[src/rtl/multicycle_controller.sv]
// Multi-cycle MIPS-subset controller: FSM sequencing fetch/decode/execute/mem/writeback
// over a shared ALU and unified memory, with wait-state handshake and retire counter.
module multicycle_controller #(
  parameter int OPC_W         = 6,
  parameter int FUNC_W        = 6,
  parameter int ALUOP_W       = 3,
  parameter int CNT_W         = 32,
  parameter bit MEM_HANDSHAKE = 1'b1
) (
  input  logic               clk,
  input  logic               rst,
  input  logic [OPC_W-1:0]   opc,
  input  logic [FUNC_W-1:0]  func,
  input  logic               zero,
  input  logic               mem_ready,
  output logic               mem_req,
  output logic               mem_read,
  output logic               mem_write,
  output logic               iord,
  output logic               ir_write,
  output logic               pc_write,
  output logic [1:0]         pc_src,
  output logic               reg_write,
  output logic [1:0]         reg_dst,
  output logic [1:0]         mem_to_reg,
  output logic               alu_src_a,
  output logic [1:0]         alu_src_b,
  output logic [ALUOP_W-1:0] alu_op,
  output logic               illegal,
  output logic [CNT_W-1:0]   retired,
  output logic [3:0]         state
);

  typedef enum logic [3:0] {
    S_FETCH, S_DECODE, S_EXEC_R, S_WB_R, S_ADDR, S_MEM_RD, S_WB_MEM, S_MEM_WR,
    S_EXEC_I, S_WB_I, S_BRANCH, S_JUMP, S_JUMPR, S_JAL, S_ILLEGAL
  } state_t;

  localparam logic [OPC_W-1:0] OP_R    = OPC_W'(6'b000000);
  localparam logic [OPC_W-1:0] OP_J    = OPC_W'(6'b000001);
  localparam logic [OPC_W-1:0] OP_JR   = OPC_W'(6'b000011);
  localparam logic [OPC_W-1:0] OP_JAL  = OPC_W'(6'b000111);
  localparam logic [OPC_W-1:0] OP_ADDI = OPC_W'(6'b001111);
  localparam logic [OPC_W-1:0] OP_BEQ  = OPC_W'(6'b011111);
  localparam logic [OPC_W-1:0] OP_SLTI = OPC_W'(6'b111111);
  localparam logic [OPC_W-1:0] OP_SW   = OPC_W'(6'b111110);
  localparam logic [OPC_W-1:0] OP_LW   = OPC_W'(6'b111100);

  localparam logic [FUNC_W-1:0] FN_ADD = FUNC_W'(6'b100000);
  localparam logic [FUNC_W-1:0] FN_SUB = FUNC_W'(6'b010000);
  localparam logic [FUNC_W-1:0] FN_AND = FUNC_W'(6'b001000);
  localparam logic [FUNC_W-1:0] FN_OR  = FUNC_W'(6'b000100);
  localparam logic [FUNC_W-1:0] FN_SLT = FUNC_W'(6'b000010);

  localparam logic [ALUOP_W-1:0] ALU_AND = ALUOP_W'(3'b000);
  localparam logic [ALUOP_W-1:0] ALU_OR  = ALUOP_W'(3'b001);
  localparam logic [ALUOP_W-1:0] ALU_ADD = ALUOP_W'(3'b010);
  localparam logic [ALUOP_W-1:0] ALU_SUB = ALUOP_W'(3'b110);
  localparam logic [ALUOP_W-1:0] ALU_SLT = ALUOP_W'(3'b111);

  state_t cur, nxt;
  logic   rdy;
  logic   retire;

  // Fixed one-cycle memory when the handshake is compiled out.
  assign rdy   = MEM_HANDSHAKE ? mem_ready : 1'b1;
  assign state = cur;

  always_ff @(posedge clk or posedge rst) begin
    if (rst) cur <= S_FETCH;
    else     cur <= nxt;
  end

  always_ff @(posedge clk or posedge rst) begin
    if (rst)         retired <= '0;
    else if (retire) retired <= retired + CNT_W'(1);
  end

  always_comb begin
    nxt        = cur;
    retire     = 1'b0;
    mem_req    = 1'b0;
    mem_read   = 1'b0;
    mem_write  = 1'b0;
    iord       = 1'b0;
    ir_write   = 1'b0;
    pc_write   = 1'b0;
    pc_src     = 2'b00;
    reg_write  = 1'b0;
    reg_dst    = 2'b00;
    mem_to_reg = 2'b00;
    alu_src_a  = 1'b0;
    alu_src_b  = 2'b00;
    alu_op     = ALU_ADD;
    illegal    = 1'b0;
    case (cur)
      S_FETCH: begin
        mem_req   = 1'b1;
        mem_read  = 1'b1;
        alu_src_b = 2'b01;
        ir_write  = rdy;
        pc_write  = rdy;
        if (rdy) nxt = S_DECODE;
      end
      S_DECODE: begin
        alu_src_b = 2'b11;
        case (opc)
          OP_R:           nxt = S_EXEC_R;
          OP_LW, OP_SW:   nxt = S_ADDR;
          OP_ADDI, OP_SLTI: nxt = S_EXEC_I;
          OP_BEQ:         nxt = S_BRANCH;
          OP_J:           nxt = S_JUMP;
          OP_JR:          nxt = S_JUMPR;
          OP_JAL:         nxt = S_JAL;
          default:        nxt = S_ILLEGAL;
        endcase
      end
      S_EXEC_R: begin
        alu_src_a = 1'b1;
        nxt       = S_WB_R;
        case (func)
          FN_ADD:  alu_op = ALU_ADD;
          FN_SUB:  alu_op = ALU_SUB;
          FN_AND:  alu_op = ALU_AND;
          FN_OR:   alu_op = ALU_OR;
          FN_SLT:  alu_op = ALU_SLT;
          default: nxt    = S_ILLEGAL;
        endcase
      end
      S_WB_R: begin
        reg_write = 1'b1;
        reg_dst   = 2'b01;
        retire    = 1'b1;
        nxt       = S_FETCH;
      end
      S_ADDR: begin
        alu_src_a = 1'b1;
        alu_src_b = 2'b10;
        nxt       = (opc == OP_LW) ? S_MEM_RD : S_MEM_WR;
      end
      S_MEM_RD: begin
        mem_req  = 1'b1;
        mem_read = 1'b1;
        iord     = 1'b1;
        if (rdy) nxt = S_WB_MEM;
      end
      S_WB_MEM: begin
        reg_write  = 1'b1;
        mem_to_reg = 2'b01;
        retire     = 1'b1;
        nxt        = S_FETCH;
      end
      S_MEM_WR: begin
        mem_req   = 1'b1;
        mem_write = 1'b1;
        iord      = 1'b1;
        if (rdy) begin
          retire = 1'b1;
          nxt    = S_FETCH;
        end
      end
      S_EXEC_I: begin
        alu_src_a = 1'b1;
        alu_src_b = 2'b10;
        alu_op    = (opc == OP_SLTI) ? ALU_SLT : ALU_ADD;
        nxt       = S_WB_I;
      end
      S_WB_I: begin
        reg_write = 1'b1;
        retire    = 1'b1;
        nxt       = S_FETCH;
      end
      S_BRANCH: begin
        alu_src_a = 1'b1;
        alu_op    = ALU_SUB;
        pc_src    = 2'b01;
        pc_write  = zero;
        retire    = 1'b1;
        nxt       = S_FETCH;
      end
      S_JUMP: begin
        pc_src   = 2'b10;
        pc_write = 1'b1;
        retire   = 1'b1;
        nxt      = S_FETCH;
      end
      S_JUMPR: begin
        pc_src   = 2'b11;
        pc_write = 1'b1;
        retire   = 1'b1;
        nxt      = S_FETCH;
      end
      S_JAL: begin
        // PC already holds PC+4, so it is the link value written to $31.
        pc_src     = 2'b10;
        pc_write   = 1'b1;
        reg_write  = 1'b1;
        reg_dst    = 2'b10;
        mem_to_reg = 2'b10;
        retire     = 1'b1;
        nxt        = S_FETCH;
      end
      S_ILLEGAL: begin
        illegal = 1'b1;
        nxt     = S_FETCH;
      end
      default: nxt = S_FETCH;
    endcase
  end

endmodule
[config.mk]
export PLATFORM = sky130hd
export DESIGN_NAME = multicycle_controller
export DESIGN_NICKNAME = d
export VERILOG_FILES = /design/src/rtl/multicycle_controller.sv
export SDC_FILE = /design/constraint.sdc
export NUM_CORES = 1
export LEC_CHECK = 0
export CAP_MARGIN = 20
export CORE_ASPECT_RATIO = 1.75
export CORE_MARGIN = 3
export CORE_UTILIZATION = 50
export CTS_BUF_LIST = sky130_fd_sc_hd__clkbuf_16
export DETAILED_ROUTE_END_ITERATION = 8
export GPL_TIMING_DRIVEN = 1
export PLACE_DENSITY = 0.82
export SETUP_SLACK_MARGIN = 0.5
export SKIP_CTS_REPAIR_TIMING = 1
export SLEW_MARGIN = 20
export SYNTH_ARGS = -nofsm -noshare
export SYNTH_HDL_FRONTEND = slang
export SYNTH_SLANG_ARGS = --single-unit
[constraint.sdc]
create_clock -name clk -period 2.96 [get_ports clk]
set_clock_uncertainty 0.2 [all_clocks]
set_input_delay 0.592 -clock clk [delete_from_list [all_inputs] [get_ports clk]]
set_output_delay 0.592 -clock clk [all_outputs]
set_load 0.1 [all_outputs]
==> flow_metrics.tcl <==
set metrics [dict create \
    status "complete, no violations" \
    path_buf_inv 2 \
    crit_required_ps 2170 \
    ys_ff_latch 36 \
    avgRoutedWirePerCell_um 17.6 \
    cts_buffer_depth 2 \
    grt_pass1_vias 2290 \
    p_per_area_nw_per_um2 1100 \
    regToRegStartpoint "state[1]$_DFFE_PP0P_" \
    crit_start "state[1]$_DFFE_PP0P_" \
    io_buffers 71 \
    first_pass_iters 4 \
    cts_inserted_buffers 5 \
    antenna-diode-count 0 \
    crit_chain "inv_4, or4_4, o31a_1, nor3_4, buf_12" \
    switchingPower_uw 2380 \
    synth_fp_nets 282 \
    synth_cells 265 \
    timing.hold.ws_ps 275 \
    crit_path_max_fanout 2 \
    synth.area.top_cells "dfrtp_1 39%, xor2_1 9.4%, xnor2_1 5.3%" \
    fillCellCount 237 \
    gr-total-overflow 0 \
    avgViaCountPerCell 5.90 \
    synthFlopType "dfrtp_1" \
    clk_pin_slew_worst_paths_ps 50 \
    period_needed_ps 2820 \
    ys.warnings.count 0 \
    dp_cells 388 \
    max_slew_margin_pct 66.7 \
    drive_above_1_share_pct 42.1 \
    antenna_left 0 \
    grt_setup_unrepaired "yes" \
    layout_common_cells "64 x buf_4, 24 x xor2_1, 23 x dfrtp_1" \
    synth_cell_type_count 47 \
    grt_first_pass_wirelength_um 10700 \
    worstSetupStartpointType "flop" \
    grt_max_degree 37 \
    min-delay-start "retired[31]$_DFFE_PP0P_" \
    syn-cell-area_sq_um 2330 \
    power_frac_comb_pct 70.9 \
    die_y_um 96.4 \
    antenna_found_initial 0 \
    design_area_sq_um 3850 \
    intPower_uw 1840 \
    clock-sinks 36 \
    wl_um 7250 \
    vias 2431 \
    root_buffer "clkbuf_16" \
    avgSynthCellArea_sq_um 8.81 \
    power_switching_share_pct 56.3 \
    hold_class "flop to flop" \
    register_area_sq_um 927 \
    slew_viol_final 0 \
    place.gp.congestion 0.870 \
    yosys.area.top_type "dfrtp_1" \
    crit_family "simple AND/OR/NAND/NOR gates" \
    worstMarginPinSlew_ps 487 \
    area_growth_pct 64.9 \
    die_area_sq_um 5560 \
    yosys.area.top_type_share_pct 38.6 \
    hpwlAfterDp_um 4800 \
    fmax_mhz 354 \
    cts_htree_levels 2 \
    stdcell_count 412 \
    cpPeakStageDelay_ps 530 \
    chipWidth_um 57.7 \
    crit_arrival_ps 2030 \
    finalSetupViolations 0 \
    io_pins 72 \
    core_area_sq_um 4440 \
    drcViolationCount 0 \
    maxCapViolCount 0 \
    setup.worst_path.class "flop to output pin" \
    crit_slowest_cell "or4_4" \
    fin_crit_sh_pct 95.3 \
    finish.utilization_pct 86.6 \
    clk_latency_ps 280 \
    ir_worst_vdd_mv 1.18 \
    post_dp_cell_area_sq_um 3450 \
    crit_path_end_kind "output pin" \
    tritoncts "yes" \
    fin_nets 377 \
    synth_edf_count 0 \
    start_util_pct 52.5 \
    grt_use_total_pct 24.7 \
    num_rows 32 \
    leakagePower_uw 0.00177 \
    clockPowerShare_pct 11.7 \
    async_reset_ff_share_pct 100 \
    final_common_cell "buf_4" \
    seq_area_frac_synth_pct 38.6 \
    multiInputGateArea_sq_um 1590 \
    drtIter0Drc 148 \
    p_seq_share_pct 17.3 \
    hold_viol 0 \
]
-- final cells by class --
cell class              count  area share (%)
clock buffers               5            3.25
clock inverters             3           0.292
inverters                  11            1.23
multi-input cells         204            41.2
flip-flops and latches     36            24.1
well taps                  51            1.66
repair buffers            102            28.2
-- metal layers --
| layer | track usage (%) | vias up | share of wire, % |
|---|---|---|---|
| li1 | - | 1128 | - |
| met1 | 26.8 | 1186 | 35 |
| met2 | 45.8 | 98 | 57 |
| met3 | 3.32 | 19 | 5.0 |
| met4 | 12.8 | 0 | 3.3 |
| met5 | 0 | - | 0 |
-- through the flow --
stage	total power (uW)	setup slack [ps]	TNS (ps)
finish	4220	138	0
global route	4380	93.4	0
CTS	3950	-244	-334
detailed placement	3450	-236	-327
global placement	3430	-203	-260
floorplan	2800	-258	-987
-- registers in the layout, summed over array words and instances (netlist names) --
name,flops
retired,32
state,4
-- worst paths after layout --
kind	endpoint	slack, ps	cells after the start
max in group asynchronous	state[3]$_DFFE_PP0P_	1660	3
min in group asynchronous	retired[8]$_DFFE_PP0P_	530	3
worst min register to register	retired[31]$_DFFE_PP0P_	270	1
worst max-delay path	alu_op[2]	140	5
worst max register to register	retired[4]$_DFFE_PP0P_	610	6
worst min-delay path	retired[31]$_DFFE_PP0P_	270	1
-- worst register-to-register path, delay by kind of cell, from the launching register on --
kind	cells	cell delay [ps]
and+or+nand+nor	3	850
buffers and inverters	1	250
xor gates and xnor gates	1	190
DFF	1	480
AOI/OAI and AO/OA	1	290
-- kinds of logic after synthesis --
logic type	Yosys count	synth area share (%)
simple gates	127	30.7
xor+xnor	39	14.6
flops	36	38.6
compound gates	35	9.81
buf+inv	25	4.88
mux	2	0.911
fa+ha+maj	1	0.536
-- synthesized netlist by cell type (3+ instances only) --
library cell  number
a211oi_1           3
a21oi_1            5
a31oi_1            4
and3_1             4
buf_4              3
clkbuf_1           7
dfrtp_1           36
inv_1             11
nand2_1           21
nand2b_1           4
nand3_1           12
nand4_1           10
nor2_1            23
nor2b_1            3
nor3_1            21
nor4_1            10
nor4b_1            3
o21ai_0           13
xnor2_1           14
xor2_1            25
-- power groups by stage --
stage	registers (uW)	clock network [uW]	logic [uW]
2_1_floorplan	1130	0	1670
3_3_place_gp	814	0	2620
3_5_place_dp	811	0	2640
4_1_cts	807	496	2650
5_1_grt	746	520	3110
6_report	732	496	2990
(Power assumes the default switching activity.)
